[config.mk]
export PLATFORM = sky130hd
export DESIGN_NAME = instr_sequencer
export DESIGN_NICKNAME = d
export VERILOG_FILES = /design/src/rtl/instr_sequencer.sv
export SDC_FILE = /design/constraint.sdc
export NUM_CORES = 1
export LEC_CHECK = 0
export CAP_MARGIN = 10
export CORE_ASPECT_RATIO = 0.75
export CORE_MARGIN = 3
export CORE_UTILIZATION = 40
export CTS_BUF_LIST = sky130_fd_sc_hd__clkbuf_4
export CTS_CLUSTER_DIAMETER = 50
export DETAILED_ROUTE_END_ITERATION = 7
export GPL_ROUTABILITY_DRIVEN = 0
export MAX_ROUTING_LAYER = met4
export PLACE_DENSITY = 0.68
export SKIP_CTS_REPAIR_TIMING = 1
export SLEW_MARGIN = 40
export SYNTH_ARGS = -nofsm -noshare
export SYNTH_HDL_FRONTEND = slang
export SYNTH_SLANG_ARGS = --single-unit
export TNS_END_PERCENT = 50
[constraint.sdc]
create_clock -name clock -period 4.75 [get_ports clock]
set_input_delay 0.95 -clock clock [delete_from_list [all_inputs] [get_ports clock]]
set_output_delay 0.95 -clock clock [all_outputs]
set_load 0.1 [all_outputs]
[src/rtl/instr_sequencer.sv]
`default_nettype none
// ============================================================================
// Module   : instr_sequencer
// Brief    : Processor front end. Fetches instruction words (and the
//            immediate word of MVI) from instruction memory, holds them in
//            iin/din, and runs the 2-bit step counter for the control unit.
// Revision : 1.0 - initial release
// ============================================================================
module instr_sequencer #(
   parameter int          IW     = 9,
   parameter int          AW     = 5,
   parameter logic [2:0]  OP_MVI = 3'b001
) (
   input  logic          clock,
   input  logic          reset,
   input  logic          run,
   input  logic [IW-1:0] mem_rdata,
   input  logic          mem_valid,
   input  logic          clear,
   output logic          mem_req,
   output logic [AW-1:0] mem_addr,
   output logic [IW-1:0] iin,
   output logic [1:0]    count,
   output logic [IW-1:0] din,
   output logic          busy,
   output logic          overflow
);

   localparam logic [1:0] S_IDLE      = 2'd0;
   localparam logic [1:0] S_FETCH     = 2'd1;
   localparam logic [1:0] S_FETCH_IMM = 2'd2;
   localparam logic [1:0] S_EXEC      = 2'd3;

   localparam logic [1:0] C_COUNT_MAX = 2'd3;

   logic [1:0]    r_state;
   logic [AW-1:0] r_pc;
   logic [IW-1:0] r_iin;
   logic [IW-1:0] r_din;
   logic [1:0]    r_count;
   logic          r_mem_req;
   logic          r_busy;
   logic          r_overflow;

   logic [1:0]    w_state_nxt;
   logic [AW-1:0] w_pc_nxt;
   logic [IW-1:0] w_iin_nxt;
   logic [IW-1:0] w_din_nxt;
   logic [1:0]    w_count_nxt;
   logic          w_mem_req_nxt;
   logic          w_busy_nxt;
   logic          w_overflow_nxt;

   // Opcode field of the word currently on the memory read bus.
   logic          w_is_mvi;
   assign w_is_mvi = (mem_rdata[IW-1 -: 3] == OP_MVI);

   // State and output registers; every output comes straight from a flop.
   always_ff @(posedge clock or posedge reset) begin
      if (reset) begin
         r_state    <= S_IDLE;
         r_pc       <= '0;
         r_iin      <= '0;
         r_din      <= '0;
         r_count    <= '0;
         r_mem_req  <= 1'b0;
         r_busy     <= 1'b0;
         r_overflow <= 1'b0;
      end else begin
         r_state    <= w_state_nxt;
         r_pc       <= w_pc_nxt;
         r_iin      <= w_iin_nxt;
         r_din      <= w_din_nxt;
         r_count    <= w_count_nxt;
         r_mem_req  <= w_mem_req_nxt;
         r_busy     <= w_busy_nxt;
         r_overflow <= w_overflow_nxt;
      end
   end

   // Next-state decode: run is only consulted from IDLE and when leaving EXEC.
   always_comb begin
      w_state_nxt = r_state;
      case (r_state)
         S_IDLE: begin
            if (run) begin
               w_state_nxt = S_FETCH;
            end
         end
         S_FETCH: begin
            if (mem_valid) begin
               w_state_nxt = w_is_mvi ? S_FETCH_IMM : S_EXEC;
            end
         end
         S_FETCH_IMM: begin
            if (mem_valid) begin
               w_state_nxt = S_EXEC;
            end
         end
         S_EXEC: begin
            // clear takes priority over the runaway-counter abort
            if (clear) begin
               w_state_nxt = run ? S_FETCH : S_IDLE;
            end else if (r_count == C_COUNT_MAX) begin
               w_state_nxt = S_IDLE;
            end
         end
         default: w_state_nxt = S_IDLE;
      endcase
   end

   // Next values for the registered outputs and the datapath registers.
   always_comb begin
      w_pc_nxt       = r_pc;
      w_iin_nxt      = r_iin;
      w_din_nxt      = r_din;
      w_count_nxt    = '0;
      w_overflow_nxt = r_overflow;
      case (r_state)
         S_FETCH: begin
            if (mem_valid) begin
               w_iin_nxt = mem_rdata;
               w_pc_nxt  = r_pc + 1'b1;
            end
         end
         S_FETCH_IMM: begin
            if (mem_valid) begin
               w_din_nxt = mem_rdata;
               w_pc_nxt  = r_pc + 1'b1;
            end
         end
         S_EXEC: begin
            if (clear) begin
               w_count_nxt = '0;
            end else if (r_count == C_COUNT_MAX) begin
               // control unit never ended the instruction: flag it and give up
               w_overflow_nxt = 1'b1;
               w_count_nxt    = '0;
            end else begin
               w_count_nxt = r_count + 2'd1;
            end
         end
         default: begin
            w_count_nxt = '0;
         end
      endcase
      // Request and busy are decoded from the upcoming state so they are
      // registered yet line up with the state they describe.
      w_mem_req_nxt = (w_state_nxt == S_FETCH) || (w_state_nxt == S_FETCH_IMM);
      w_busy_nxt    = (w_state_nxt != S_IDLE);
   end

   assign mem_req  = r_mem_req;
   assign mem_addr = r_pc;
   assign iin      = r_iin;
   assign din      = r_din;
   assign count    = r_count;
   assign busy     = r_busy;
   assign overflow = r_overflow;

endmodule
`default_nettype wire
==> key figures, run 1 <==
Run status
  – Status: complete, no violations

Detailed routing
  – Initial DRT Pass Iterations: 3
  – DRT iter0 DRCs: 15
  – Vias after detailed routing: 851
  – Routed wire per std cell: between 10 and 15 µm
  – Vias per cell: 4.75
  – Wirelength, routed: 2.47 mm
  – Drt drc: 0
  – DRT antenna net count: 0

Setup path
  – Arrival time at the worst endpoint: 2.48 ns
  – Kind of critical path: in2reg
  – R2R depth: 6
  – FF-to-FF End: mem_req
  – Crit path max fanout: 7
  – CP startpoint kind: input pin
  – R2R Setup Slk: 2.88 ns
  – Beginning of the worst register-to-register path: r_state[0]
  – Crit end category: flop
  – WP data required: 4.96 ns

Floorplan
  – Total Die Area: 3980 µm²
  – Starting density of the core: 0.430
  – Die W: 71.8 µm
  – Die height: 55.4 µm
  – I/O Pins: 42
  – Core box area: 3020 µm²
  – FP Rows: 17

STA
  – Final hold violations: 0
  – Crit path setup slack, layout: around 2.5 ns
  – Worst hold margin: about 0.48 ns
  – RSZ-0062 raised after global routing: no
  – Setup violators final: 0
  – Rel. slew slack: 0.597
  – Max-slew violation count: 0
  – Actual slew at the worst max-slew pin: 0.604 ns
  – Setup TNS: 0 ns
  – Fmax achieved: 441 MHz
  – Setup Skew: 0.00526 ns
  – Period Utilization, post-route: 0.478
  – Tmin final: about 2.3 ns

Synth
  – Synth cell types: 28
  – Post-Syn Area: 1300 µm²
  – Synth Warn #: 0
  – Syn avg cell area: 13.8 µm²
  – Synth Register Bits: 30
  – Mapped Cells: 94
  – Synthesized Nets: between 100 and 150
  – Sequential area share after synthesis: 0.577

Min path
  – Worst hold path type: reg2reg
  – Endpoint, Worst Hold: overflow
  – Hold Crit Depth: 1
  – Worst hold start: overflow

Placed design
  – Placed cell areas: 1610 µm²
  – Dpl hpwl: 1.80 mm
  – Pre-CTS WS: 2.16 ns
  – Input/output buffers: 41

Clock tree
  – Clock Sinks: 30
  – TritonCTS buffer count: 5
  – Maximum root-to-sink buffer count: 2
  – Clk Latency, worst-skew pair: 0.32 ns
  – H-tree depth: 2
  – CTS root buffer: clkbuf_4
  – Clock transition at path regs: 0.09 ns
  – TritonCTS clock tree: yes

Final layout
  – Highest-count cells in the layout ignoring fill and taps: 30 x dfrtp_1, 28 x buf_2, 19 x mux2_2
  – Fin nets: 161
  – Fill cells: 272
  – Area added between synthesis and finish: 27.6%
  – Most common cell after layout, fill and taps aside: dfrtp_1
  – Ant. Diodes: 0
  – Layout cells sized above 1: 0.433
  – Cell area after layout: approximately 1700 µm²

Global routing
  – Initial antenna violation count: 0
  – Largest net degree at the start of global routing: 31
  – Congestion Overflow GR: 0
  – First-pass GRT wire length: between 4 and 5 mm
  – Overall track demand over capacity in global routing: 0.137
  – Via count of the first global-routing pass: 851

Flow run
  – Max-capacitance violation count: 0
-- state kept, by name, indices dropped and copies added, names as in the netlist --
name	cells
iin	9
busy	1
din	9
overflow	1
count	2
r_state	2
mem_addr	5
mem_req	1
-- routing by layer --
metal | share of wire | routed length, µm | up-vias | GRT usage
li1 | - | - | 423 | -
met1 | 0.46 | 1130 | 402 | 0.182
met2 | 0.47 | 1150 | 22 | 0.187
met3 | 0.065 | 161 | 4 | 0.0582
met4 | 0.0097 | 24 | 0 | 0.0483
met5 | 0 | 0 | - | -
-- critical path, cell delays in order --
cell             delay (ns)
clkdlybuf4s50_1        0.62
and4bb_1               0.23
nor2_1                 0.05
o41ai_1                0.34
ha_1                   0.29
-- synth_stat cells --
library cell / n / area (µm²)
mux2_2: 19 / 214
nand2_1: 3 / 11.3
and4bb_1: 1 / 12.5
a21boi_2: 1 / 11.3
nand4_1: 2 / 12.5
nor3b_1: 1 / 7.51
nor2_1: 4 / 15.0
xor2_1: 1 / 8.76
dfrtp_1: 30 / 751
ha_1: 7 / 87.6
a21oi_1: 1 / 5.00
nor2b_1: 1 / 6.26
o41a_1: 1 / 11.3
and3_1: 1 / 6.26
o21ai_0: 1 / 5.00
o41ai_1: 1 / 8.76
buf_4: 1 / 7.51
o21a_1: 1 / 7.51
a31o_2: 1 / 8.76
xnor2_1: 3 / 26.3
inv_1: 5 / 18.8
or3b_1: 1 / 8.76
or2_2: 1 / 6.26
a311oi_1: 1 / 8.76
buf_2: 1 / 5.00
o21ba_2: 1 / 10.0
nand2_2: 2 / 12.5
and2_1: 1 / 6.26
-- kinds of logic after synthesis --
family                   share of synthesized area
flip-flops                                   0.577
XOR/XNOR                                    0.0270
AND/OR/NAND/NOR                             0.0809
adder cells (fa/ha/maj)                     0.0674
multiplexers                                 0.165
buffers and inverters                       0.0241
AO/OA/AOI/OAI                               0.0587
-- worst max path at each step --
stage | startpoint | end | slack [ns]
detailed placement | mem_valid | mem_req | 2.16
floorplan | count[0] | mem_req | 2.59
global route | mem_valid | mem_req | 2.37
finish | mem_valid | mem_req | 2.48
global placement | mem_valid | mem_req | 2.17
CTS | mem_valid | mem_req | 2.48
-- area by class of cell --
cell class,count,area (µm²),area share
flip-flops and latches,30,751,0.452
well taps,38,47.5,0.0287
inverters,5,18.8,0.0113
repair buffers,41,270,0.163
multi-input cells,57,518,0.312
clock inverters,2,8.76,0.00528
clock buffers,6,45.0,0.0271
-- stage by stage --
stage                     utilization  instances
after floorplan                     -         94
after global placement          0.578        171
after detailed placement        0.531        171
after CTS                       0.549        179
final                           0.549        179
after global routing            0.549        179
Power of run 1 is left out: the tool's default activity adds up to more than one toggle a clock period on the data nets, which glitch-free logic cannot reach.
==> run 2, diff against run 1 <==
Clock period 4.75 ns to 2.18 ns, I/O delays scaled along.
==> key figures, run 2 (same netlist as run 1, synthesis figures left out) <==
Detailed routing
  – DRT iter0 DRCs: 14 (-1)
  – Initial DRT Pass Iterations: 4 (+1)
  – Vias after detailed routing: 886 (+4.1%)
  – DRT antenna net count: 0 (unchanged)
  – Routed wire per std cell: 14.3 µm (+3.7%)
  – Vias per cell: 4.92 (+3.5%)
  – Drt drc: 0 (unchanged)
  – Wirelength, routed: 2.58 mm (+4.2%)

Final layout
  – Fin nets: 163 (+1.2%)
  – Highest-count cells in the layout ignoring fill and taps: 30 x dfrtp_1, 30 x buf_4, 19 x mux2_2
  – Area of the multi-input gates: 518 µm² (unchanged)
  – Reg area: 751 µm² (unchanged)
  – Ant. Diodes: 0 (unchanged)
  – Fill cells: 249 (-8.5%)
  – Layout cells sized above 1: 0.437 (+0.00400)
  – Area added between synthesis and finish: 34.1%

STA
  – Final hold violations: 0 (unchanged)
  – Period Utilization, post-route: 0.851
  – Setup TNS: 0 ns (unchanged)
  – RSZ-0062 raised after global routing: no
  – Rel. slew slack: 0.746 (+0.149)
  – Max-slew violation count: 0 (unchanged)
  – Setup violators final: 0 (unchanged)
  – Setup Skew: 0.00589 ns (+0.000630 ns)
  – Actual slew at the worst max-slew pin: 0.381 ns (-0.223 ns)
  – Fmax achieved: about 540 MHz
  – Worst hold margin: 0.472 ns (-0.00509 ns)
  – Tmin final: 1.85 ns

Floorplan
  – Die height: 55.4 µm (unchanged)
  – Total Die Area: 3980 µm² (unchanged)
  – FP Rows: 17 (unchanged)
  – I/O Pins: 42 (unchanged)
  – Starting density of the core: 0.430 (unchanged)
  – Core box area: 3020 µm² (unchanged)
  – Die W: 71.8 µm (unchanged)

Setup path
  – CP startpoint kind: flop
  – WP data required: 2.40 ns (-2.56 ns)
  – Arrival time at the worst endpoint: 2.07 ns (-0.41 ns)
  – Crit end category: flop
  – Kind of critical path: reg2reg
  – Crit path max fanout: 7 (unchanged)

Clock tree
  – TritonCTS clock tree: yes
  – TritonCTS buffer count: 5 (unchanged)
  – Clock transition at path regs: 0.09 ns (about the same)
  – Clk Latency, worst-skew pair: 0.33 ns (about the same)
  – Maximum root-to-sink buffer count: 2 (unchanged)
  – H-tree depth: 2 (unchanged)
  – CTS root buffer: clkbuf_4
  – Clock Sinks: 30 (unchanged)

Global routing
  – Initial antenna violation count: 0 (unchanged)
  – Largest net degree at the start of global routing: 31 (unchanged)
  – Via count of the first global-routing pass: 924 (+8.6%)
  – Congestion Overflow GR: 0 (unchanged)
  – First-pass GRT wire length: 4.31 mm (+5.8%)
  – Overall track demand over capacity in global routing: 0.147 (+0.00952)

Flow run
  – Max-capacitance violation count: 0 (unchanged)

Placed design
  – Input/output buffers: 41 (unchanged)
  – Dpl hpwl: 1.92 mm (+7.0%)

Min path
  – Worst hold path type: reg2reg

Run status
  – Status: complete, no violations
[run 2: changes by cell type in the layout (fill, tap and decap cells not counted), sizes merged]
cell	change
buf	+2
clkbuf	+1
clkinv	-2
[run 2: final timing paths]
check,startpoint,slack [ns],cells past startpoint,end
worst max register to register,r_state[0],0.33,6,mem_req
worst max-delay path,r_state[0],0.33,6,mem_req
min in group asynchronous,reset,0.48,3,mem_addr[1]
max in group asynchronous,reset,1.42,3,iin[3]
worst min register to register,count[0],0.47,1,count[0]
worst min-delay path,count[0],0.47,1,count[0]
[run 2: area by class of cell]
type / count / share of cell area
well taps: 38 / 0.0273
inverters: 5 / 0.0108
repair buffers: 43 / 0.204
flip-flops and latches: 30 / 0.431
clock buffers: 7 / 0.0302
multi-input cells: 57 / 0.297
[run 2: stage by stage]
| step | utilization | cell area [µm²] | setup WS (ns) | cells |
|---|---|---|---|---|
| after floorplan | - | 1300 | 0.0201 | 94 |
| after global placement | 0.560 | 1690 | 0.208 | 173 |
| after CTS | 0.577 | 1740 | 0.324 | 180 |
| after detailed placement | 0.560 | 1690 | 0.193 | 173 |
| after global routing | 0.577 | 1740 | 0.216 | 180 |
| final | 0.577 | 1740 | 0.325 | 180 |
[run 2: metal layers]
layer / global-route usage / vias up / wire [µm]
li1: - / 424 / -
met1: 0.180 / 428 / 1110
met2: 0.216 / 28 / 1220
met3: 0.0491 / 6 / 208
met4: 0.0724 / 0 / 41
met5: - / - / 0
[run 2: worst max-delay path, cell delays in order (launching register included)]
cell and delay [ns]:
dfrtp_1 0.47, inv_1 0.09, ha_1 0.27, o21ba_2 0.27
a311oi_1 0.05, or2_2 0.31, ha_1 0.28
Power of run 2 is left out for the same reason.
==> run 3, diff against run 2 <==
Settings changed: ABC_CLOCK_PERIOD_IN_PS from default to 2180, CORE_UTILIZATION 40 to 45, DONT_BUFFER_PORTS from default to 1, PLACE_DENSITY 0.68 to 0.57.
==> key figures, run 3 (same netlist as run 1, synthesis figures left out) <==
Min path
  – Worst hold path type: in2async

STA
  – Final hold violations: 0 (unchanged)
  – Tmin final: 1.79 ns (-0.0608 ns)
  – Fmax achieved: 557 MHz (+3.4%)
  – Setup violators final: 0 (unchanged)
  – RSZ-0062 raised after global routing: no
  – Rel. slew slack: 0.403 (-0.343)
  – Period Utilization, post-route: 0.823 (-0.0279)
  – Actual slew at the worst max-slew pin: 0.895 ns (+0.514 ns)
  – Setup Skew: 0.00680 ns (+0.000912 ns)
  – Setup TNS: 0 ns (unchanged)
  – Max-slew violation count: 0 (unchanged)

Global routing
  – Overall track demand over capacity in global routing: 0.153 (+0.00592)
  – Congestion Overflow GR: 0 (unchanged)
  – Initial antenna violation count: 0 (unchanged)
  – Via count of the first global-routing pass: 826 (-11%)
  – First-pass GRT wire length: 3.76 mm (-13%)
  – Largest net degree at the start of global routing: 31 (unchanged)

Clock tree
  – H-tree depth: 2 (unchanged)
  – TritonCTS buffer count: 5 (unchanged)
  – Clk Latency, worst-skew pair: 0.32 ns (about the same)
  – Maximum root-to-sink buffer count: 2 (unchanged)
  – Clock Sinks: 30 (unchanged)
  – CTS root buffer: clkbuf_4
  – Clock transition at path regs: 0.08 ns (about the same)
  – TritonCTS clock tree: yes

Setup path
  – Worst-path cell chain: inv_1 -> ha_1 -> o21ba_2 -> a311oi_1 -> or2_2 -> ha_1
  – CP startpoint kind: flop
  – Crit end category: flop
  – Crit path max fanout: 7 (unchanged)
  – Critical path's slowest cell: dfrtp_1
  – Arrival time at the worst endpoint: 2.00 ns (-0.07 ns)
  – Beginning of the worst register-to-register path: r_state[0]
  – Critical Path Max Stage Delay: 0.45 ns (-0.02 ns)
  – Worst setup startpoint: r_state[0]
  – Worst Path Buf+Inv: 1 (unchanged)
  – Kind of critical path: reg2reg
  – CP dominant cell by count: ha_1
  – Worst path top cell family by delay: adder cells
  – WP data required: 2.38 ns (-0.02 ns)

Detailed routing
  – Drt drc: 0 (unchanged)
  – Vias after detailed routing: 761 (-14%)
  – DRT iter0 DRCs: 27 (+13)
  – Routed wire per std cell: 15.7 µm (+9.8%)
  – Vias per cell: 5.21 (+5.9%)
  – Initial DRT Pass Iterations: 3 (-1)
  – Wirelength, routed: 2.30 mm (-11%)
  – DRT antenna net count: 0 (unchanged)

Floorplan
  – FP Rows: 16 (-1)
  – Core box area: 2680 µm² (-11%)
  – I/O Pins: 42 (unchanged)
  – Die W: 68.1 µm (-5.2%)
  – Total Die Area: 3580 µm² (-10%)
  – Die height: 52.5 µm (-5.1%)
  – Starting density of the core: 0.485 (+0.0542)

Placed design
  – Input/output buffers: 0 (-100%)
  – Placed cell areas: 1410 µm² (-17%)
  – Dpl hpwl: 1.69 mm (-12%)

Final layout
  – Ant. Diodes: 0 (unchanged)
  – Layout cells sized above 1: 0.518 (+0.0816)
  – Fin nets: 130 (-20%)
  – Area added between synthesis and finish: 14.1%
  – Cell area after layout: 1480 µm² (-15%)
  – Most common cell after layout, fill and taps aside: mux2_2
  – Highest-count cells in the layout ignoring fill and taps: 19 x mux2_2, 15 x dfrtp_1, 15 x dfrtp_2

Flow run
  – Max-capacitance violation count: 0 (unchanged)

Run status
  – Status: complete, no violations
## run 3: final timing paths
kind                                    end  slack, ns  cells after the start
min in group clock                 count[0]       0.18                      1
worst min register to register  mem_addr[0]       0.54                      1
worst max register to register      mem_req       0.39                      6
worst max-delay path                mem_req       0.39                      6
max in group asynchronous            din[7]       1.81                      2
worst min-delay path                 din[5]       0.06                      2
## run 3: metal layers
metal  track usage  vias up  part of all wire  wire length [µm]
met3        0.0773        8              0.12               264
met4        0.0792        0             0.022                50
met2         0.202       35              0.42               971
met1         0.189      361              0.44              1010
li1              -      357                 -                 -
met5             -        -                 0                 0
## run 3: per-stage QoR
stage | cells | utilization | hold WS [ns] | setup WS (ns)
3_5_place_dp | 138 | 0.526 | 0.422 | 0.396
5_1_grt | 146 | 0.553 | 0.0924 | 0.243
6_report | 146 | 0.553 | 0.0638 | 0.386
4_1_cts | 146 | 0.547 | 0.0633 | 0.375
3_3_place_gp | 138 | 0.525 | 0.421 | 0.448
2_1_floorplan | 94 | - | 0.506 | 0.0201
## run 3: final cells by class
type / instances / area [µm²]
sequential: 30 / 769
multi-input combinational: 57 / 518
clock inverter: 1 / 3.75
timing repair buffer: 10 / 75.1
clock buffer: 7 / 52.6
inverter: 5 / 18.8
fill: 238 / 1200
tap: 36 / 45.0
## run 3: worst reg2reg max path: stages, from the launching register on
cell and delay (ns):
dfrtp_1 0.45, inv_1 0.09, ha_1 0.26, o21ba_2 0.26
a311oi_1 0.05, or2_2 0.31, ha_1 0.26
Power of run 3 is left out for the same reason.
